[src/rtl/alu_8bit_if.sv]
// alu_8bit_if -- operand/opcode/result bundle for alu_8bit.
//   a, b  : 8-bit unsigned operands (master -> slave)
//   s     : 4-bit opcode select      (master -> slave)
//   en    : operation enable         (master -> slave)
//   y     : 16-bit registered result (slave -> master)
//   carry : registered carry/borrow/shifted-out bit (slave -> master)
//   zero  : registered y==0 flag     (slave -> master)
interface alu_8bit_if;
    logic [7:0]  a;
    logic [7:0]  b;
    logic [3:0]  s;
    logic        en;
    logic [15:0] y;
    logic        carry;
    logic        zero;

    modport master (output a, b, s, en, input  y, carry, zero);
    modport slave  (input  a, b, s, en, output y, carry, zero);
endinterface

[src/rtl/alu_8bit.sv]
// alu_8bit -- single-cycle registered 8-bit ALU with 16-bit result.
//   clk   : rising-edge clock
//   rst_n : synchronous active-low reset (y=0, carry=0, zero=1)
//   bus   : alu_8bit_if.slave -- a, b, s, en in; y, carry, zero out
// Result and flags load one edge after inputs when en=1 and hold when en=0.
module alu_8bit (
    input  logic       clk,
    input  logic       rst_n,
    alu_8bit_if.slave  bus
);
    localparam logic [3:0] OP_CLR  = 4'd0,  OP_ADD  = 4'd1,  OP_SUB  = 4'd2,
                           OP_MUL  = 4'd3,  OP_AND  = 4'd4,  OP_OR   = 4'd5,
                           OP_XOR  = 4'd6,  OP_NAND = 4'd7,  OP_NOR  = 4'd8,
                           OP_XNOR = 4'd9,  OP_NOT  = 4'd10, OP_SHL  = 4'd11,
                           OP_SHR  = 4'd12, OP_ROL  = 4'd13, OP_ROR  = 4'd14,
                           OP_CMP  = 4'd15;

    logic [15:0] y_q, y_d;
    logic        carry_q, carry_d;
    logic        zero_q, zero_d;

    logic [15:0] res;
    logic        res_c;
    logic [8:0]  sum9;
    logic [7:0]  diff;
    logic [7:0]  a, b;

    assign a    = bus.a;
    assign b    = bus.b;
    assign sum9 = {1'b0, a} + {1'b0, b};
    assign diff = a - b;

    always_comb begin
        res   = 16'h0000;
        res_c = 1'b0;
        case (bus.s)
            OP_CLR:  res = 16'h0000;
            OP_ADD:  begin res = {7'b0, sum9};  res_c = sum9[8]; end
            OP_SUB:  begin res = {8'h00, diff}; res_c = (a < b);  end
            OP_MUL:  res = {8'h00, a} * {8'h00, b};
            OP_AND:  res = {8'h00, a & b};
            OP_OR:   res = {8'h00, a | b};
            OP_XOR:  res = {8'h00, a ^ b};
            OP_NAND: res = {8'h00, ~(a & b)};
            OP_NOR:  res = {8'h00, ~(a | b)};
            OP_XNOR: res = {8'h00, ~(a ^ b)};
            OP_NOT:  res = {8'h00, ~a};
            OP_SHL:  begin res = {8'h00, a[6:0], 1'b0}; res_c = a[7]; end
            OP_SHR:  begin res = {8'h00, 1'b0, a[7:1]}; res_c = a[0]; end
            OP_ROL:  begin res = {8'h00, a[6:0], a[7]}; res_c = a[7]; end
            OP_ROR:  begin res = {8'h00, a[0], a[7:1]}; res_c = a[0]; end
            OP_CMP:  res = {13'b0, (a > b), (a == b), (a < b)};
            default: res = 16'h0000;
        endcase
    end

    // zero is derived from the value being loaded so it never lags y.
    always_comb begin
        y_d     = y_q;
        carry_d = carry_q;
        zero_d  = zero_q;
        if (bus.en) begin
            y_d     = res;
            carry_d = res_c;
            zero_d  = (res == 16'h0000);
        end
    end

    always_ff @(posedge clk) begin
        if (!rst_n) begin
            y_q     <= 16'h0000;
            carry_q <= 1'b0;
            zero_q  <= 1'b1;
        end else begin
            y_q     <= y_d;
            carry_q <= carry_d;
            zero_q  <= zero_d;
        end
    end

    assign bus.y     = y_q;
    assign bus.carry = carry_q;
    assign bus.zero  = zero_q;
endmodule

[src/flat_wrapper.sv]
// flat-port wrapper written by rule: the top's interface ports become plain ports
module alu_8bit_flat 
  (clk, rst_n, bus_a, bus_b, bus_s, bus_en, bus_y, bus_carry, bus_zero);
  alu_8bit_if bus_i ();
  input  logic clk;
  input  logic rst_n;
  input wire logic [$bits(bus_i.a)-1:0] bus_a;
  input wire logic [$bits(bus_i.b)-1:0] bus_b;
  input wire logic [$bits(bus_i.s)-1:0] bus_s;
  input wire logic [$bits(bus_i.en)-1:0] bus_en;
  output wire logic [$bits(bus_i.y)-1:0] bus_y;
  output wire logic [$bits(bus_i.carry)-1:0] bus_carry;
  output wire logic [$bits(bus_i.zero)-1:0] bus_zero;
  assign bus_i.a = bus_a;
  assign bus_i.b = bus_b;
  assign bus_i.s = bus_s;
  assign bus_i.en = bus_en;
  assign bus_y = bus_i.y;
  assign bus_carry = bus_i.carry;
  assign bus_zero = bus_i.zero;
  alu_8bit u_core (.clk(clk), .rst_n(rst_n), .bus(bus_i));
endmodule
[config.mk]
export PLATFORM = sky130hd
export DESIGN_NAME = alu_8bit_flat
export DESIGN_NICKNAME = d
export VERILOG_FILES = /design/src/rtl/alu_8bit_if.sv /design/src/rtl/alu_8bit.sv /design/src/flat_wrapper.sv
export SDC_FILE = /design/constraint.sdc
export NUM_CORES = 1
export LEC_CHECK = 0
export ABC_AREA = 1
export CORE_UTILIZATION = 45
export DETAILED_ROUTE_END_ITERATION = 6
export PLACE_DENSITY = 0.73
export SLEW_MARGIN = 25
export SYNTH_ARGS = -nofsm -noshare
export SYNTH_HDL_FRONTEND = slang
export SYNTH_SLANG_ARGS = --single-unit
[constraint.sdc]
create_clock -name clk -period 11.3 [get_ports clk]
set_clock_uncertainty 0.05 [all_clocks]
set_input_delay 3.39 -clock clk [delete_from_list [all_inputs] [get_ports clk]]
set_output_delay 3.39 -clock clk [all_outputs]
set_load 0.05 [all_outputs]
==> impl_metrics.toml, run 1 <==
[clocking]
cts-resized-gates = 0
htreeDepth = 1
clockBufferDepth = 2
post-cts-setup-buffers = 0
cts.sinks = 18
cts_root_buffer = "clkbuf_8"
hold_buffers = 0
clkLatencyLatePin_ns = 0.25
tritoncts = "yes"
clk_pin_slew_ns = 0.07
cts_buffers = 3

[power]
p_leak_uw = 0.00319
p_per_area_mw_per_mm2 = 103
max-vdd-ir-drop_v = 0.0000656
switchingPower_uw = 299
internal_power_uw = 248
p_sw_share_pct = 54.6
pwr-share-clk_pct = 9.4
pwr-share-seq_pct = 12.9
pwr-share-comb_pct = 77.6

[timing]
timing.final.ws_setup_ns = 3.23
setup_tns_ns = 0
fin_crit_sh_pct = 71.4
maxSlewHeadroom_pct = 36.3
rsz0062_at_grt = "false"
timing.hold.ws_ns = 0.429
worst_pin_slew_ns = 0.953
report.final.hold_viol_count = 0
drv_slew = 0
fin_crit_ns = 8.07
fmax_mhz = 124
finalSetupViolCount = 0

[routing]
vias = 4953
drt_iter0_markers = 435
wl_per_cell_um = 13.4
final_antenna_net_count = 0
drtPass1Iterations = 6
viasPerCell = 5.04
drc_errors = 0
drt-total-wl_mm = 13.2

[die]
dieArea_mm2 = 0.0111
rows = 37
pin_count = 41
initial_core_util_pct = 46.6
die_h_um = 106
core_area_mm2 = 0.0104
die_w_um = 106

[global_route]
grt_pass1_vias = 4572
grt_max_degree = 26
grt_pass1_wl_mm = 22.2
grt_remaining_overflow = 0
antenna_found_initial = 0
grt.total_usage_pct = 24.7

[final_layout]
n_antenna_cell = 0
regArea_um2 = 360
fill_cells = 1119
multiInputGateArea_mm2 = 0.00360
drive_gt1_share_pct = 0.945
finalNetCount = 969
final_cells = 983
area.growth.synth_to_final_pct = 10.2

[synth]
yosysSeqAreaShare_pct = 7.46
synth_area_mm2 = 0.00483
syn_nets = 951
syn_inst = 830
synth.distinct_cells = 20
syn_area_per_cell_um2 = 5.82
synth.ff_latch_count = 18
yosysWarnings = 0

[placement]
portBuffers = 40
place_inst = 979
hpwl_mm = 11.1
gp_congestion = 0.955
dp_slack_ns = 2.94

[hold_path]
hold_path.class = "reg -> reg"

[flow_run]
cap_viol_max_count = 0

[worst_setup_path]
critPathRequiredTime_ns = 11.45
cp_max_fo = 14
cp-end-kind = "register"
startpoint_type = "input pin"
cp.arrival_ns = 8.22
path_class = "in -> reg"

[status]
status = "finished clean"
==> layer usage <==
metal  track usage (%)  share of wire [%]  vias up
met5                 0                  0        -
met4              5.95                1.9        0
met3              1.36                7.7       20
met2              40.8                 45      224
met1              35.3                 46     2181
li1                  -                  -     2528
==> path summary, 6_finish.rpt <==
check	startpoint	endpoint	slack, ns	cells past startpoint
worst min register to register	u_core.bus.zero	u_core.bus.zero	0.43	2
worst max register to register	u_core.bus.y[7]	u_core.bus.y[7]	10.56	4
worst min-delay path	u_core.bus.zero	u_core.bus.zero	0.43	2
worst max-delay path	bus_a[1]	u_core.bus.zero	3.23	21
==> worst max-delay path, cell delays in order <==
cell and delay (ns):
clkdlybuf4s50_1 0.86, nand2_1 0.15, fa_1 0.51, fa_1 0.54, inv_1 0.05, fa_1 0.52
inv_1 0.05, fa_1 0.55, inv_1 0.05, ha_1 0.34, nand2_1 0.10, nand2_1 0.10
a21oi_1 0.14, nand2_1 0.08, o21ai_0 0.28, nand2_1 0.10, inv_1 0.06, nand2_1 0.04
nor2_1 0.12, nand3_1 0.09, nand2_1 0.08
==> cells by family after synthesis <==
family                     synth area share [%]
xor gates and xnor gates                  0.181
and+or+nand+nor                            35.9
adders and majority gates                  31.3
buffers and inverters                      18.0
DFF                                        7.46
AOI/OAI and AO/OA                          7.10
==> power by group through the flow <==
stage               logic [µW]  registers [µW]  clock network [µW]
finish                     425            70.7                51.6
global route               487            71.2                55.9
CTS                        423            70.8                52.5
detailed placement         421            72.2                   0
global placement           417            72.1                   0
floorplan                  303            88.5                   0
==> synth_stat cells, drive strengths merged <==
| cell type | count | area [µm²] |
|---|---|---|
| buf | 7 | 35.0 |
| o211ai | 5 | 37.5 |
| a21oi | 23 | 115 |
| dfxtp | 18 | 360 |
| nand3b | 2 | 15.0 |
| o21ai | 35 | 175 |
| nand4 | 14 | 87.6 |
| nor2 | 90 | 338 |
| nand2 | 242 | 908 |
| fa | 38 | 761 |
| ha | 60 | 751 |
| nand3 | 70 | 350 |
| xor2 | 1 | 8.76 |
| or2 | 4 | 25.0 |
| inv | 197 | 739 |
| o21bai | 2 | 15.0 |
| clkbuf | 20 | 96.3 |
| nor3 | 2 | 10.0 |
==> cells in the final DEF (no fill, tap or decap), types with 14 or more instances in the layout <==
master,Yosys,layout
nand4_1,14,14
nand3_1,70,70
inv_1,197,197
nor2_1,90,90
nand2_1,242,242
a21oi_1,23,23
dfxtp_1,18,18
clkdlybuf4s50_1,0,40
o21ai_0,35,35
ha_1,60,60
fa_1,38,38
==> per-stage QoR <==
| step | util, % | power (µW) | area [µm²] |
|---|---|---|---|
| after detailed placement | 50.8 | 493 | 5270 |
| after floorplan | - | 391 | 4830 |
| after global routing | 51.3 | 614 | 5320 |
| after CTS | 51.3 | 546 | 5320 |
| after global placement | 50.8 | 489 | 5270 |
| final | 51.3 | 547 | 5320 |
==> flip-flops by register name (all words and copies together), names as in the netlist <==
signal and flops:
u_core.bus.y 16, u_core.bus.carry 1, u_core.bus.zero 1
==> final cells by class <==
type                       count  share of cell area (%)
inverter                     197                    13.9
clock buffer                   4                    1.03
sequential                    18                    6.77
multi-input combinational    588                    67.6
tap                          136                    3.20
timing repair buffer          40                    7.52
Note: power is estimated with default switching activity, not from simulation.
==> run 2, diff against run 1 <==
==> constraint.sdc (replaced) <==
create_clock -name clk -period 8.35 [get_ports clk]
set_clock_uncertainty 0.05 [all_clocks]
set_input_delay 2.505 -clock clk [delete_from_list [all_inputs] [get_ports clk]]
set_output_delay 2.505 -clock clk [all_outputs]
set_load 0.05 [all_outputs]
==> run 2 against run 1 <==
Against the previous run: the run now ends with DRC left; global-route usage increased by 0.74 points; power rose by 36%; die area stayed put; utilization increased by 0.14 points; routed wire length up 1.7%; non-clock buffer count grew 2; critical path type unchanged.
==> impl_metrics.toml, run 2 (synthesis results as in run 1) <==
[clocking]
clockBufferDepth = 2
htreeDepth = 1
tritoncts = "yes"
clk_pin_slew_ns = 0.06
cts_buffers = 3
cts-resized-gates = 0
hold_buffers = 0
clkLatencyLatePin_ns = 0.24
post-cts-setup-buffers = 0
cts_root_buffer = "clkbuf_8"
cts.sinks = 18

[final_layout]
largest_register_ffs = 16
finalNetCount = 971
n_antenna_cell = 0
drive_gt1_share_pct = 1.18
layout_commonest_cell = "nand2_1"
final_cells = 985
area.growth.synth_to_final_pct = 10.5
final_cell_mix = "nand2_1 (242), inv_1 (197), nor2_1 (90)"

[routing]
drc_errors = 2
wl_met1_mm = 6.12
wl_per_cell_um = 13.6
viasPerCell = 5.08
drt_iter0_markers = 419
drt-total-wl_mm = 13.4
vias = 5002
dr.max_layer_used = "met4"
dr_wl_met3_mm = 1.05
final_antenna_net_count = 0
route.met2.wl_mm = 5.99
drtPass1Iterations = 7

[worst_setup_path]
path_class = "in -> reg"
slowest_delay_ns = 0.77
r2r_slack_ns = 7.55
crit_path_top_delay_cell = "clkdlybuf4s50_1"
crit_chain = "clkdlybuf4s50_1 -> ha_1 -> fa_1 -> fa_1 -> fa_1 -> inv_1 -> fa_1 -> inv_1 -> ha_1 -> nand2_1 -> inv_1 -> a21oi_1 -> nand2_1 -> o21ai_0 -> nand2_1 -> inv_1 -> nand2_1 -> nor2_1 -> nand3_1 -> nand2_1"
cp.arrival_ns = 7.18
cp_max_fo = 11
cp-end-kind = "register"
critPathRequiredTime_ns = 8.49
startpoint_type = "input pin"
worst_path_most_repeated_cell = "nand2_1"

[placement]
portBuffers = 40
hpwl_mm = 11.3
gp_congestion = 0.996
place_inst = 981

[die]
die_w_um = 106
die_h_um = 106
dieArea_mm2 = 0.0111
pin_count = 41
rows = 37
core_area_mm2 = 0.0104
initial_core_util_pct = 46.6

[timing]
drv_slew = 0
setup_tns_ns = 0
rsz0062_at_grt = "false"
finalSetupViolCount = 0
maxSlewHeadroom_pct = 33.9
worst_pin_slew_ns = 0.988
report.final.hold_viol_count = 0
fin_crit_sh_pct = 84.2
fin_crit_ns = 7.03
fmax_mhz = 142

[power]
p_leak_uw = 0.00320
max-vdd-ir-drop_v = 0.0000711
p_per_area_mw_per_mm2 = 139

[global_route]
grt_pass1_vias = 4800
grt.total_usage_pct = 25.5
grt_max_degree = 26
antenna_found_initial = 0
grt_pass1_wl_mm = 22.9
grt_remaining_overflow = 0

[flow_run]
cap_viol_max_count = 0

[status]
violations = "DRC"
status = "complete, but fails checks"

[hold_path]
hold_path.class = "reg -> reg"
## run 2: final cells by class
type                    instances  area [µm²]
repair buffers                 42         415
well taps                     136         170
multi-input cells             588        3600
fillers                      1135        5030
clock buffers                   4        55.1
flip-flops and latches         18         360
inverters                     197         739
## run 2: final timing paths
path	start	end	depth (start not counted)
max	bus_a[4]	u_core.bus.zero	20
max reg2reg	u_core.bus.y[10]	u_core.bus.y[10]	2
min reg2reg	u_core.bus.carry	u_core.bus.carry	2
min	u_core.bus.carry	u_core.bus.carry	2
## run 2: metrics by stage
| stage | utilization [%] | setup slack [ns] | hold WS [ns] | power [µW] | instance area (µm²) |
|---|---|---|---|---|---|
| 2_1_floorplan | - | 1.91 | 0.635 | 529 | 4830 |
| 5_1_grt | 51.5 | 0.985 | 0.466 | 841 | 5340 |
| 3_3_place_gp | 50.9 | 1.13 | 0.416 | 667 | 5280 |
| 6_report | 51.5 | 1.32 | 0.437 | 743 | 5340 |
| 4_1_cts | 51.5 | 1.30 | 0.437 | 744 | 5340 |
| 3_5_place_dp | 50.9 | 1.05 | 0.420 | 672 | 5280 |
## run 2: power by group
| part | internal [µW] | switching (µW) |
|---|---|---|
| Combinational | 204 | 375 |
| Sequential | 92.4 | 3.21 |
| Clock | 41.7 | 25.9 |
## run 2: worst max-delay path, delay by kind of cell
family / cells / cell delay (ns)
fa+ha+maj: 6 / 2.72
buf+inv: 5 / 0.99
simple gates: 7 / 0.58
compound gates: 2 / 0.36
## run 2: metal layers
layer / track usage, % / vias up
met5: 0 / -
met4: 6.15 / 0
met2: 42.8 / 190
li1: - / 2535
met1: 35.1 / 2251
met3: 2.47 / 26
==> run 3, diff against run 2 <==
==> constraint.sdc (replaced) <==
create_clock -name clk -period 6.7 [get_ports clk]
set_clock_uncertainty 0.05 [all_clocks]
set_input_delay 2.01 -clock clk [delete_from_list [all_inputs] [get_ports clk]]
set_output_delay 2.01 -clock clk [all_outputs]
set_load 0.05 [all_outputs]
==> run 3 against run 2 <==
Against the previous run: the flow now finishes without violations; largest cell class unchanged; count of clock-buffer cells in the layout is the same; hold slack gained 0.0015 ns; cell area grew 3.0%; register-to-register slack lost 1.6 ns.
==> impl_metrics.toml, run 3 (synthesis results as in run 1) <==
[status]
status = "finished clean"

[timing]
fin_crit_sh_pct = 96.0
drv_slew = 0
report.final.hold_viol_count = 0
maxSlewHeadroom_pct = 45.1
fin_crit_ns = 6.43
fmax_mhz = 156
setup_tns_ns = 0
rsz0062_at_grt = "false"
finalSetupViolCount = 0
worst_pin_slew_ns = 0.820

[worst_setup_path]
critPathRequiredTime_ns = 6.85
path_class = "in -> reg"
startpoint_type = "input pin"
cp_max_fo = 6
r2r_slack_ns = 5.95
cp.arrival_ns = 6.58
cp-end-kind = "register"

[global_route]
grt_max_degree = 26
grt_pass1_vias = 4855
antenna_found_initial = 0
grt_remaining_overflow = 0
grt_pass1_wl_mm = 23.2
grt.total_usage_pct = 26.0

[clocking]
clockBufferDepth = 2
cts_root_buffer = "clkbuf_8"
post-cts-setup-buffers = 0
clk_pin_slew_ns = 0.07
clkLatencyLatePin_ns = 0.25
tritoncts = "yes"
cts.sinks = 18
htreeDepth = 1
cts_buffers = 3

[final_layout]
fill_cells = 1101
layout_commonest_cell = "nand2_1"
finalNetCount = 992
drive_gt1_share_pct = 3.68
regArea_um2 = 360
largest_register_ffs = 16
final_cell_mix = "nand2_1 (242), inv_1 (197), nor2_1 (89)"
final_cell_area_mm2 = 0.00550
n_antenna_cell = 0
area.growth.synth_to_final_pct = 13.9
multiInputGateArea_mm2 = 0.00360

[routing]
drc_errors = 0
wl_per_cell_um = 13.9
drt_iter0_markers = 464
final_antenna_net_count = 0
viasPerCell = 5.06
drtPass1Iterations = 5
vias = 5086
drt-total-wl_mm = 14.0

[power]
p_per_area_mw_per_mm2 = 169
p_leak_uw = 0.00331
max-vdd-ir-drop_v = 0.0000979

[hold_path]
hold_path.class = "reg -> reg"

[flow_run]
cap_viol_max_count = 0

[die]
rows = 37
dieArea_mm2 = 0.0111
initial_core_util_pct = 46.6
pin_count = 41
core_area_mm2 = 0.0104
die_w_um = 106
die_h_um = 106

[placement]
hpwl_mm = 11.8
place_area_mm2 = 0.00544
portBuffers = 40
gp_congestion = 0.972
## run 3: layer usage
layer	wire length, µm	track usage (%)	vias up
li1	-	-	2570
met1	6390	35.5	2266
met2	6110	41.2	209
met3	871	2.78	41
met4	641	11.7	0
met5	0	0	-
## run 3: stage by stage
stage / setup slack (ns) / instances / power, µW / util, % / hold WS [ns]
6_report: 0.270 / 1006 / 932 / 53.0 / 0.438
5_1_grt: 0.0414 / 1006 / 1040 / 53.0 / 0.457
4_1_cts: 0.267 / 1006 / 927 / 53.0 / 0.441
3_5_place_dp: 0.0216 / 1002 / 835 / 52.5 / 0.430
3_3_place_gp: 0.0429 / 1002 / 835 / 52.5 / 0.417
2_1_floorplan: 0.755 / 830 / 660 / - / 0.635
## run 3: area by class of cell
| class | instances | share of cell area (%) |
|---|---|---|
| multi-input cells | 588 | 65.4 |
| repair buffers | 63 | 10.5 |
| inverters | 197 | 13.4 |
| clock buffers | 4 | 1.00 |
| well taps | 136 | 3.09 |
| flip-flops and latches | 18 | 6.55 |
## run 3: critical path: stages
cell	delay, ns
clkdlybuf4s50_1	0.51
buf_4	0.21
nand2_1	0.06
inv_1	0.07
fa_1	0.46
fa_1	0.55
inv_1	0.05
fa_1	0.46
fa_1	0.54
inv_1	0.04
ha_1	0.36
nand2_1	0.09
nand2_1	0.08
inv_1	0.08
nand3_1	0.06
nand3_1	0.10
nand3_1	0.09
nor2_1	0.13
nand3_1	0.13
nor2_1	0.10
nand2_1	0.06
nor2_1	0.15
nand3_1	0.09
nand2_1	0.08
## run 3: final timing paths
check	from	end	depth (start not counted)
setup / recovery	bus_a[1]	u_core.bus.zero	24
hold / removal	u_core.bus.carry	u_core.bus.carry	2
setup reg to reg	u_core.bus.y[7]	u_core.bus.y[7]	4
hold reg to reg	u_core.bus.carry	u_core.bus.carry	2
## run 3: timing repair
item,CTS,global route
hold buffers,0,0
resized for setup,0,1
endpoints found under the setup margin,0,1
## run 3: power by group
| group | switching (µW) | internal [µW] |
|---|---|---|
| registers | 4.26 | 115 |
| logic | 466 | 259 |
| clock network | 35.3 | 52.2 |
